[src/rtl/muladd_pkg.sv]
// rtl/muladd_pkg.sv - shared widths, state type and constants for the multiply-add inverse divider
package muladd_pkg;

    localparam int unsigned DIVIDEND_W = 16;
    localparam int unsigned DIVISOR_W  = 8;
    localparam int unsigned CNT_W      = $clog2(DIVIDEND_W);

    // Quotient reported for a zero divisor
    localparam logic [DIVIDEND_W-1:0] DBZ_QUOTIENT = '1;

    // Last iteration index; the BUSY->DONE transition happens on this count
    localparam logic [CNT_W-1:0] LAST_CNT = CNT_W'(DIVIDEND_W - 1);

    typedef enum logic [1:0] {
        IDLE = 2'd0,
        BUSY = 2'd1,
        DONE = 2'd2
    } div_state_t;

endpackage

[src/rtl/div_step.sv]
// rtl/div_step.sv - one restoring-division iteration: shift in a dividend bit, trial-subtract the divisor
module div_step
    import muladd_pkg::*;
(
    input  logic [DIVISOR_W:0]   rem_i,
    input  logic                 bit_i,
    input  logic [DIVISOR_W-1:0] divisor_i,
    output logic [DIVISOR_W:0]   rem_o,
    output logic                 q_bit_o
);

    localparam int unsigned RW = DIVISOR_W + 1;

    // Full-width shift so the compare sees every bit of the partial remainder
    logic [DIVISOR_W+1:0] shifted;
    logic [DIVISOR_W+1:0] divisor_ext;

    assign shifted     = {rem_i, bit_i};
    assign divisor_ext = {2'b00, divisor_i};

    // Keep the difference when the divisor fits, otherwise restore the shifted value
    always_comb begin
        q_bit_o = (shifted >= divisor_ext);
        rem_o   = q_bit_o ? RW'(shifted - divisor_ext) : shifted[DIVISOR_W:0];
    end

endmodule

[src/rtl/muladd_inverse_div.sv]
// rtl/muladd_inverse_div.sv - sequential restoring divider recovering a and c from d = a*b + c
module muladd_inverse_div
    import muladd_pkg::*;
(
    input  logic                  clk_i,
    input  logic                  rst_ni,
    input  logic                  in_valid_i,
    output logic                  in_ready_o,
    input  logic [DIVIDEND_W-1:0] d_i,
    input  logic [DIVISOR_W-1:0]  b_i,
    output logic                  out_valid_o,
    input  logic                  out_ready_i,
    output logic [DIVIDEND_W-1:0] q_o,
    output logic [DIVISOR_W-1:0]  r_o,
    output logic                  dbz_o
);

    div_state_t state_q, state_d;

    logic [DIVIDEND_W-1:0] q_q;
    logic [DIVISOR_W:0]    rem_q;
    logic [DIVISOR_W-1:0]  b_q;
    logic [CNT_W-1:0]      cnt_q;
    logic                  dbz_q;

    logic                  accept;
    logic [DIVISOR_W:0]    rem_next;
    logic                  q_bit;

    assign accept = in_valid_i && in_ready_o;

    // The dividend MSB feeds the remainder while the quotient bit enters at the LSB
    div_step u_div_step (
        .rem_i     (rem_q),
        .bit_i     (q_q[DIVIDEND_W-1]),
        .divisor_i (b_q),
        .rem_o     (rem_next),
        .q_bit_o   (q_bit)
    );

    // State register
    always_ff @(posedge clk_i or negedge rst_ni) begin
        if (!rst_ni) begin
            state_q <= IDLE;
        end else begin
            state_q <= state_d;
        end
    end

    // Next-state logic; a zero divisor skips the iterations entirely
    always_comb begin
        state_d = state_q;
        case (state_q)
            IDLE: begin
                if (in_valid_i) begin
                    state_d = (b_i == '0) ? DONE : BUSY;
                end
            end
            BUSY: begin
                if (cnt_q == LAST_CNT) begin
                    state_d = DONE;
                end
            end
            DONE: begin
                if (out_ready_i) begin
                    state_d = IDLE;
                end
            end
            default: state_d = IDLE;
        endcase
    end

    // Handshake outputs decoded from the state register only
    always_comb begin
        in_ready_o  = (state_q == IDLE);
        out_valid_o = (state_q == DONE);
    end

    // Datapath: load on accept, iterate in BUSY, hold otherwise so results stay stable under back-pressure
    always_ff @(posedge clk_i or negedge rst_ni) begin
        if (!rst_ni) begin
            q_q   <= '0;
            rem_q <= '0;
            b_q   <= '0;
            cnt_q <= '0;
            dbz_q <= 1'b0;
        end else if (accept) begin
            b_q   <= b_i;
            rem_q <= '0;
            cnt_q <= '0;
            if (b_i == '0) begin
                q_q   <= DBZ_QUOTIENT;
                dbz_q <= 1'b1;
            end else begin
                q_q   <= d_i;
                dbz_q <= 1'b0;
            end
        end else if (state_q == BUSY) begin
            q_q   <= {q_q[DIVIDEND_W-2:0], q_bit};
            rem_q <= rem_next;
            cnt_q <= cnt_q + 1'b1;
        end
    end

    // Remainder is always below the divisor, so the top bit is dropped
    assign q_o   = q_q;
    assign r_o   = rem_q[DIVISOR_W-1:0];
    assign dbz_o = dbz_q;

endmodule

[config.mk]
export PLATFORM = sky130hd
export DESIGN_NAME = muladd_inverse_div
export DESIGN_NICKNAME = d
export VERILOG_FILES = /design/src/rtl/muladd_pkg.sv /design/src/rtl/div_step.sv /design/src/rtl/muladd_inverse_div.sv
export SDC_FILE = /design/constraint.sdc
export NUM_CORES = 1
export LEC_CHECK = 0
export ABC_AREA = 1
export CAP_MARGIN = 25
export CORE_UTILIZATION = 50
export DETAILED_ROUTE_END_ITERATION = 10
export GPL_ROUTABILITY_DRIVEN = 0
export HOLD_SLACK_MARGIN = 0.08
export PLACE_DENSITY = 0.85
export REMOVE_ABC_BUFFERS = 1
export SLEW_MARGIN = 25
export SYNTH_ARGS = -nofsm -noshare
export SYNTH_HDL_FRONTEND = slang
export SYNTH_SLANG_ARGS = --single-unit
[constraint.sdc]
create_clock -name clk_i -period 4.25 [get_ports clk_i]
set_clock_uncertainty 0.05 [all_clocks]
set_input_delay 1.0625 -clock clk_i [delete_from_list [all_inputs] [get_ports clk_i]]
set_output_delay 1.0625 -clock clk_i [all_outputs]
set_load 0.02 [all_outputs]
==> results of run 1 <==
[cell families (layout without fill, tap and decap cells)]
| family | count (synthesis) | after routing |
|---|---|---|
| and+or+nand+nor | 114 | 114 |
| AOI/OAI and AO/OA | 64 | 64 |
| adders and majority gates | 10 | 10 |
| buffers and inverters | 79 | 124 |
| DFF | 40 | 40 |
| xor gates and xnor gates | 4 | 4 |
[cell type report]
class | count | area (um2)
clock buffers | 7 | 96.3
clock inverters | 1 | 30.0
fillers | 358 | 1480
inverters | 62 | 233
multi-input cells | 192 | 1030
flip-flops and latches | 40 | 1000
well taps | 52 | 65.1
repair buffers | 54 | 536
[worst max path at each step]
| stage | startpoint | end |
|---|---|---|
| CTS | state_q[1] | in_ready_o |
| global placement | in_valid_i | q_o[0] |
| floorplan | in_valid_i | q_o[0] |
| finish | state_q[1] | in_ready_o |
| global route | state_q[1] | out_valid_o |
| detailed placement | in_valid_i | q_o[6] |
[routing by layer]
| layer | wire length (um) | vias to the layer above | share of wire [%] |
|---|---|---|---|
| met4 | 59 | 0 | 1.1 |
| met3 | 406 | 7 | 7.4 |
| met2 | 2670 | 89 | 49 |
| li1 | - | 1076 | - |
| met1 | 2370 | 1017 | 43 |
| met5 | 0 | - | 0 |
[where the power goes]
group / internal, uW / switching [uW]
clock network: 207 / 140
registers: 577 / 158
logic: 704 / 1060
[worst reg2reg max path, stage by stage (launching register included)]
cell	delay [ps]
dfrtp_1	360
inv_1	80
ha_1	210
fa_1	420
inv_1	80
nand3_1	60
nand2_1	130
nand2_1	100
nand4_2	220
nand3_1	140
nand3_1	100
nand2_1	60
[metrics by stage]
step | total power (uW) | utilization (%) | std cells
2_1_floorplan | 1910 | - | 294
3_3_place_gp | 2420 | 64.0 | 400
3_5_place_dp | 2480 | 64.0 | 400
4_1_cts | 2850 | 66.9 | 408
5_1_grt | 3110 | 66.9 | 408
6_report | 2850 | 66.9 | 408
[flip-flops by register name (all words and copies together) (netlist names)]
name,count
state_q,2
rem_q,9
dbz_o,1
q_o,16
b_q,8
cnt_q,4
[cells in the final DEF, fill, tap and decap left out]
cell type / netlist / routed
nand2_1: 66 / 66
inv_1: 56 / 56
clkdlybuf4s50_1: 0 / 53
dfrtp_1: 40 / 40
o21ai_1: 32 / 32
o21ai_0: 24 / 24
nand3_1: 18 / 18
nand4_1: 11 / 11
nor2_1: 9 / 9
ha_1: 9 / 9
clkbuf_8: 0 / 7
inv_2: 6 / 6
a21oi_1: 4 / 4
nor2_2: 3 / 3
nor2_4: 3 / 3
xnor2_1: 3 / 3
a21oi_2: 1 / 1
nand2_2: 1 / 1
nand4_2: 1 / 1
nand3b_1: 1 / 1
nand2_4: 1 / 1
xor2_1: 1 / 1
o2111ai_1: 1 / 1
a22o_1: 1 / 1
o22ai_1: 1 / 1
fa_1: 1 / 1
bufinv_16: 0 / 1
buf_2: 4 / 1
==> impl_metrics.yaml, run 1 <==
worst_setup_path:
  worstPathArrival_ps: 1550
  critPathBufInv: 1
  crit_chain: "nor2_2 > clkdlybuf4s50_1"
  cp_data_required_time_ps: 3140
  critPathTopFamily: "buffers and inverters"
  r2r-start: "q_o[15]"
  rrSetupSlack_ps: 2120
  worst-path-stages: 2
  crit_slowest_cell: "clkdlybuf4s50_1"
  reg2reg_depth: 11
  critical_path_class: "flip-flop to output pin"
  critPathMaxStageDelay_ps: 640
  crit_path_end_kind: "output pin"
  crit_fanout: 3
  start_kind: "flip-flop"
  reg2reg_to: "rem_q[5]"
pwr:
  pwr_density_cell_nw_per_um2: 951
  irDropWorstVdd_mv: 0.485
  power.leakage_uw: 0.00150
worst_hold_path:
  hold_path_depth: 2
  holdPathEnd: "b_q[5]"
  worstHoldStart: "b_q[5]"
  hp-class: "flip-flop to flip-flop"
sta:
  rsz0062_at_grt: "false"
  tns_ps: 0
  hold_viol: 0
  fmax_ghz: 0.376
  period_share_pct: 62.6
  worstMarginPinSlew_ps: 887
  fin_ws_ps: 1590
  setup_viol: 0
  slew_headroom_pct: 40.8
  final_max_slew_viol_count: 0
  layout_min_cycle_time_ps: 2660
  hold_ws_ps: 458
cells_and_area:
  final_area_um2: 2990
  syn_to_final_growth_pct: 25.2
  antennaDiodeCount: 0
  drive_gt1_share_pct: 7.02
  nNetsFinal: 393
synth:
  syn_area_um2: 2390
  yosysWarnings: 0
  synth-async-reset-ratio_pct: 100
  synth_mux_area_share_pct: 0
  yosys_register_bits: 40
  yosysTopAreaCellShare_pct: 41.9
  avgSynthCellArea_um2: 7.68
  synth_xor_area_share_pct: 1.47
  synth_edf_count: 0
  synth_cell_types: 28
  yosys.area_share.simple_pct: 22.2
  yosysTopAreaCell: "dfrtp_1"
  synth_top_family_by_area: "simple AND/OR/NAND/NOR gates"
  synth_area_leaders: "dfrtp_1 (42%), nand2_1 (10%), inv_1 (8.8%), o21ai_1 (6.7%), o21ai_0 (5.0%)"
  yosys-top-cells-count: "nand2_1 (66), inv_1 (56), dfrtp_1 (40), o21ai_1 (32), o21ai_0 (24)"
  synth_most_common_cell: "nand2_1"
  ys.flop_type: "dfrtp_1"
  synthAdderAreaFrac_pct: 5.55
  seq_area_frac_synth_pct: 41.9
  synthCells: 311
  synth_compound_area_share_pct: 13.9
clock_tree:
  numCtsBuffers: 5
  postCtsSetupRepairBufs: 0
  hold_buffers: 0
  cts_resized: 0
  cts_buffer_depth: 2
  cts_max_level: 2
  path_clk_slew_ps: 80
  cts_tree: "yes"
  clock_latency_ps: 300
  cts_root_buf: "clkbuf_8"
  cts.sinks: 40
detailed_routing:
  drt.antenna.violating_nets: 0
  viasPerCell: 5.37
  wirelength_um: 5500
  drtIter0Drc: 212
  wl_per_cell_um: 13.5
  drc_errors: 3
  vias: 2189
  firstDrtPassIters: 7
place:
  dp_hpwl_um: 3820
  place_area_um2: 2870
  port_buffers: 54
  pre_cts_ws_ps: 1430
floorplanning:
  initial_core_util_pct: 53.4
  die-width_um: 71.1
  die-area_um2: 5060
  placement_rows: 24
  core_area_um2: 4470
  die_h_um: 71.1
  ios: 55
grt:
  grt_start_max_net_pins: 41
  grt_overflow: 0
  busiest_layer: "met2"
  track_usage_pct: 24.0
  grt_pass1_wl_um: 9400
  use_met3_pct: 6.55
  first_global_vias: 2089
  globalRouteMet1Util_pct: 30.7
  antenna_found_initial: 0
  grt_use_met2_pct: 39.4
outcome:
  status: "complete, but fails checks"
  violations: "DRC"
job:
  max-cap-violations: 0
(Power assumes the default switching activity.)
==> inputs of run 2 (changes only) <==
CORE_UTILIZATION = 45   (was 50)
PLACE_DENSITY = 0.81   (was 0.85)
clock period = 2.3 ns   (was 4.25 ns; I/O delays follow)
==> run 2 against run 1 <==
Against the previous run:
- the run now ends clean
- critical path type unchanged
- critical path depth is 1 higher
- global-route usage down 2.6 points
- via count decreased by 3.8%
- setup slack worse by 1500 ps
- wire length is 4.2% lower
- cell count increased by 4.9%
- sequential cell count stayed put
- clock power is 40% higher
- sequential share of layout area down 0.18 points
- register-to-register slack got worse by 1800 ps
- highest routed layer unchanged
- critical endpoint is now out_valid_o
- sequential power up 82%
- utilization decreased by 8.0 points
==> impl_metrics.yaml, run 2 (synthesized netlist as in run 1, its figures left out) <==
outcome:
  status: "finished, final reports clean"
grt:
  grt_start_max_net_pins: 41
  first_global_vias: 2100
  grt_use_met2_pct: 38.0
  busiest_layer: "met2"
  grt_overflow: 0
  track_usage_pct: 21.4
  grt_pass1_wl_um: 9030
  use_met3_pct: 5.89
  globalRouteMet1Util_pct: 25.0
  antenna_found_initial: 0
pwr:
  irDropWorstVdd_mv: 0.854
  pwr_density_cell_nw_per_um2: 1680
  power.total_uw: 5050
  power.leakage_uw: 0.00149
clock_tree:
  postCtsSetupRepairBufs: 0
  cts.sinks: 40
  cts_max_level: 2
  numCtsBuffers: 5
  clock_latency_ps: 300
  cts_buffer_depth: 2
  path_clk_slew_ps: 90
  cts_resized: 0
  hold_buffers: 0
  cts_root_buf: "clkbuf_8"
  cts_tree: "yes"
floorplanning:
  core_area_um2: 5110
  ios: 55
  die-width_um: 74.9
  initial_core_util_pct: 46.8
  placement_rows: 26
  die-area_um2: 5610
  die_h_um: 74.9
place:
  pre_cts_ws_ps: 178
  dp_hpwl_um: 3840
  port_buffers: 54
detailed_routing:
  viasPerCell: 4.92
  drc_errors: 0
  wirelength_um: 5270
  wl_per_cell_um: 12.3
  drt.antenna.violating_nets: 0
  drtIter0Drc: 148
  vias: 2105
  firstDrtPassIters: 4
cells_and_area:
  layout_commonest_cell: "nand2_1"
  drive_gt1_share_pct: 7.54
  nNetsFinal: 395
  antennaDiodeCount: 0
  nFillCells: 476
  finish.utilization_pct: 58.9
  largest_reg_flops: 16
  layout_common_cells: "nand2_1 (66), inv_1 (56), clkdlybuf4s50_1 (53), dfrtp_1 (40), o21ai_1 (32)"
  syn_to_final_growth_pct: 25.9
worst_setup_path:
  critical_path_class: "flip-flop to output pin"
  worstPathArrival_ps: 1550
  critPathMaxStageDelay_ps: 620
  crit_fanout: 3
  reg2reg_to: "rem_q[7]"
  reg2reg_depth: 10
  start_kind: "flip-flop"
  r2r-start: "b_q[0]"
  cp_data_required_time_ps: 1670
  crit_slowest_cell: "clkdlybuf4s50_1"
  crit_path_end_kind: "output pin"
  crit_chain: "inv_1 > nor2_1 > clkdlybuf4s50_1"
  rrSetupSlack_ps: 280
worst_hold_path:
  hp-class: "input pin to asynchronous set/reset pin"
job:
  max-cap-violations: 0
sta:
  period_share_pct: 94.5
  slew_headroom_pct: 70.1
  rsz0062_at_grt: "false"
  tns_ps: 0
  fin_ws_ps: 128
  setup_viol: 0
  final_max_slew_viol_count: 0
  worstMarginPinSlew_ps: 447
  hold_viol: 0
  layout_min_cycle_time_ps: 2170
  fmax_ghz: 0.460
  hold_ws_ps: 173
## run 2: final cells by class
| type | instances | area [um2] | area share [%] |
|---|---|---|---|
| Multi-Input combinational cell | 192 | 1030 | 34.3 |
| Sequential cell | 40 | 1000 | 33.3 |
| Timing Repair Buffer | 56 | 563 | 18.7 |
| Inverter | 62 | 233 | 7.74 |
| Tap cell | 70 | 87.6 | 2.91 |
| Clock buffer | 5 | 68.8 | 2.29 |
| Clock inverter | 3 | 23.8 | 0.790 |
## run 2: worst max path at each step
stage	from	to	slack [ps]
after floorplan	q_o[15]	rem_q[5]	380
after global placement	b_i[0]	q_o[2]	220
after detailed placement	b_i[0]	q_o[2]	180
after CTS	state_q[1]	out_valid_o	100
after global routing	state_q[1]	out_valid_o	50
final	state_q[1]	out_valid_o	130
## run 2: metrics by stage
stage	instance area, um2	cells
2_1_floorplan	2260	294
3_3_place_gp	2920	420
3_5_place_dp	2920	420
4_1_cts	3010	428
5_1_grt	3010	428
6_report	3010	428
## run 2: routing by layer
layer / vias to the layer above / part of all wire [%] / routed length [um]
met5: - / 0 / 0
met4: 0 / 0.70 / 37
met3: 4 / 6.4 / 338
met2: 64 / 49 / 2580
met1: 955 / 44 / 2320
li1: 1082 / - / -
## run 2: power by group
part	leakage, uW	switching (uW)	total (uW)	internal, uW
Clock	0.0000404	271	486	215
Sequential	0.000489	276	1340	1070
Combinational	0.000965	1920	3220	1310
Total	0.00149	2460	5050	2590
## run 2: critical path, delay by kind of cell (launching register included)
kind / cells / cell delay (ps)
buffers and inverters: 2 / 700
DFF: 1 / 430
and+or+nand+nor: 1 / 130
==> inputs of run 3 (changes only) <==
CORE_UTILIZATION = 42   (was 45)
PLACE_DENSITY = 0.77   (was 0.81)
RECOVER_POWER = 100   (was default)
==> run 3 against run 2 <==
Against the previous run:
- critical path depth down 1
- global-route usage down 1.6 points
- first-iteration DRC count down 28%
- cell area down 0.75%
- register-to-register slack worse by 20 ps
- highest routed layer unchanged
- via count up 0.19%
- worst hold slack better by 270 ps
- sequential cell count unchanged
- utilization down 4.7 points
- sequential power about the same
- critical endpoint is now in_ready_o
- clock power up 1%
- power down 2.6%
==> impl_metrics.yaml, run 3 (synthesized netlist as in run 1, its figures left out) <==
detailed_routing:
  drt.antenna.violating_nets: 0
  drtIter0Drc: 107
  firstDrtPassIters: 4
  drc_errors: 0
  wl_per_cell_um: 12.5
  viasPerCell: 4.90
  vias: 2109
  wirelength_um: 5360
outcome:
  status: "finished, final reports clean"
cells_and_area:
  layout_commonest_cell: "nand2_1"
  drive_gt1_share_pct: 6.98
  antennaDiodeCount: 0
  nNetsFinal: 395
  finish.utilization_pct: 54.2
  instances_no_fill: 430
  layout_common_cells: "nand2_1 (67), inv_1 (57), dfrtp_1 (40), o21ai_0 (34), dlygate4sd3_1 (27)"
  nFillCells: 520
  largest_reg_flops: 16
  syn_to_final_growth_pct: 24.9
worst_setup_path:
  crit_slowest_cell: "dlygate4sd3_1"
  crit_path_end_kind: "output pin"
  worstPathArrival_ps: 1550
  critPathTopFamily: "buffers and inverters"
  crit_fanout: 3
  critical_path_class: "flip-flop to output pin"
  critPathMaxStageDelay_ps: 690
  critPathBufInv: 1
  start_kind: "flip-flop"
  crit_chain: "nor2_2 > dlygate4sd3_1"
  cp_data_required_time_ps: 1670
pwr:
  pwr_density_cell_nw_per_um2: 1650
  irDropWorstVdd_mv: 0.749
  power.leakage_uw: 0.00151
  power.total_uw: 4920
grt:
  grt_start_max_net_pins: 41
  first_global_vias: 2169
  grt_pass1_wl_um: 9400
  use_met3_pct: 5.18
  busiest_layer: "met2"
  grt_use_met2_pct: 33.5
  antenna_found_initial: 0
  grt_overflow: 0
  track_usage_pct: 19.8
  globalRouteMet1Util_pct: 23.9
place:
  port_buffers: 54
  dp_hpwl_um: 3870
  dp_cells: 422
  pre_cts_ws_ps: 146
sta:
  period_share_pct: 94.8
  setup_viol: 0
  final_max_slew_viol_count: 0
  fin_ws_ps: 120
  fmax_ghz: 0.459
  hold_viol: 0
  slew_headroom_pct: 35.1
  tns_ps: 0
  worstMarginPinSlew_ps: 973
  layout_min_cycle_time_ps: 2180
  rsz0062_at_grt: "false"
clock_tree:
  cts_root_buf: "clkbuf_8"
  cts_tree: "yes"
  cts.sinks: 40
  cts_max_level: 2
  cts_resized: 0
  cts_buffer_depth: 2
  numCtsBuffers: 5
  postCtsSetupRepairBufs: 0
  hold_buffers: 0
  clock_latency_ps: 300
  path_clk_slew_ps: 80
floorplanning:
  die-width_um: 77.4
  die_h_um: 77.4
  ios: 55
  placement_rows: 27
  initial_core_util_pct: 43.4
  core_area_um2: 5510
  die-area_um2: 6000
job:
  max-cap-violations: 0
worst_hold_path:
  hp-class: "flip-flop to flip-flop"
## run 3: cell types whose count changed in the layout (fill, tap and decap cells not counted), moves of 2 or more
cell             previous run  this run
dlygate4sd3_1               0        27
clkbuf_2                    0         2
clkinv_2                    0         2
clkdlybuf4s50_1            53        26
o21ai_1                    32        22
clkinvlp_4                  2         0
o21ai_0                    24        34
## run 3: layout make-up
class                      count  area, um2  share of cell area, %
multi-input combinational    192       1020                   34.3
sequential                    40       1000                   33.5
timing repair buffer          56        546                   18.3
inverter                      62        233                   7.80
tap                           72       90.1                   3.02
clock buffer                   6       82.6                   2.77
clock inverter                 2       10.0                  0.335
## run 3: tightest hold or removal path, cell delays in order, from the launching register on
cell	delay (ps)
dfrtp_1	350
nand2_1	50
o21ai_0	60
## run 3: report_power, final
| part | switching, uW | leakage [uW] | internal [uW] |
|---|---|---|---|
| registers | 267 | 0.000489 | 1070 |
| logic | 1890 | 0.000974 | 1200 |
| clock network | 252 | 0.0000510 | 240 |
| total | 2410 | 0.00151 | 2510 |
## run 3: metal layers
layer / vias up / share of wire, %
met5: - / 0
met4: 0 / 1.4
met3: 6 / 6.4
met2: 63 / 47
met1: 965 / 45
li1: 1075 / -
## run 3: path summary, 6_finish.rpt
path	start	end	slack [ps]	cells past startpoint
worst max-delay path	state_q[1]	in_ready_o	120	2
worst min-delay path	b_q[3]	b_q[3]	440	2
worst max register to register	q_o[15]	rem_q[7]	260	11
worst min register to register	b_q[3]	b_q[3]	440	2
max in group asynchronous	rst_ni	b_q[3]	1140	2
min in group asynchronous	rst_ni	state_q[0]	450	2
## run 3: per-stage QoR
stage	area [um2]	hold slack (ps)
6_report	2990	443
5_1_grt	2990	471
4_1_cts	3000	290
2_1_floorplan	2260	229
3_3_place_gp	2910	420
3_5_place_dp	2910	432
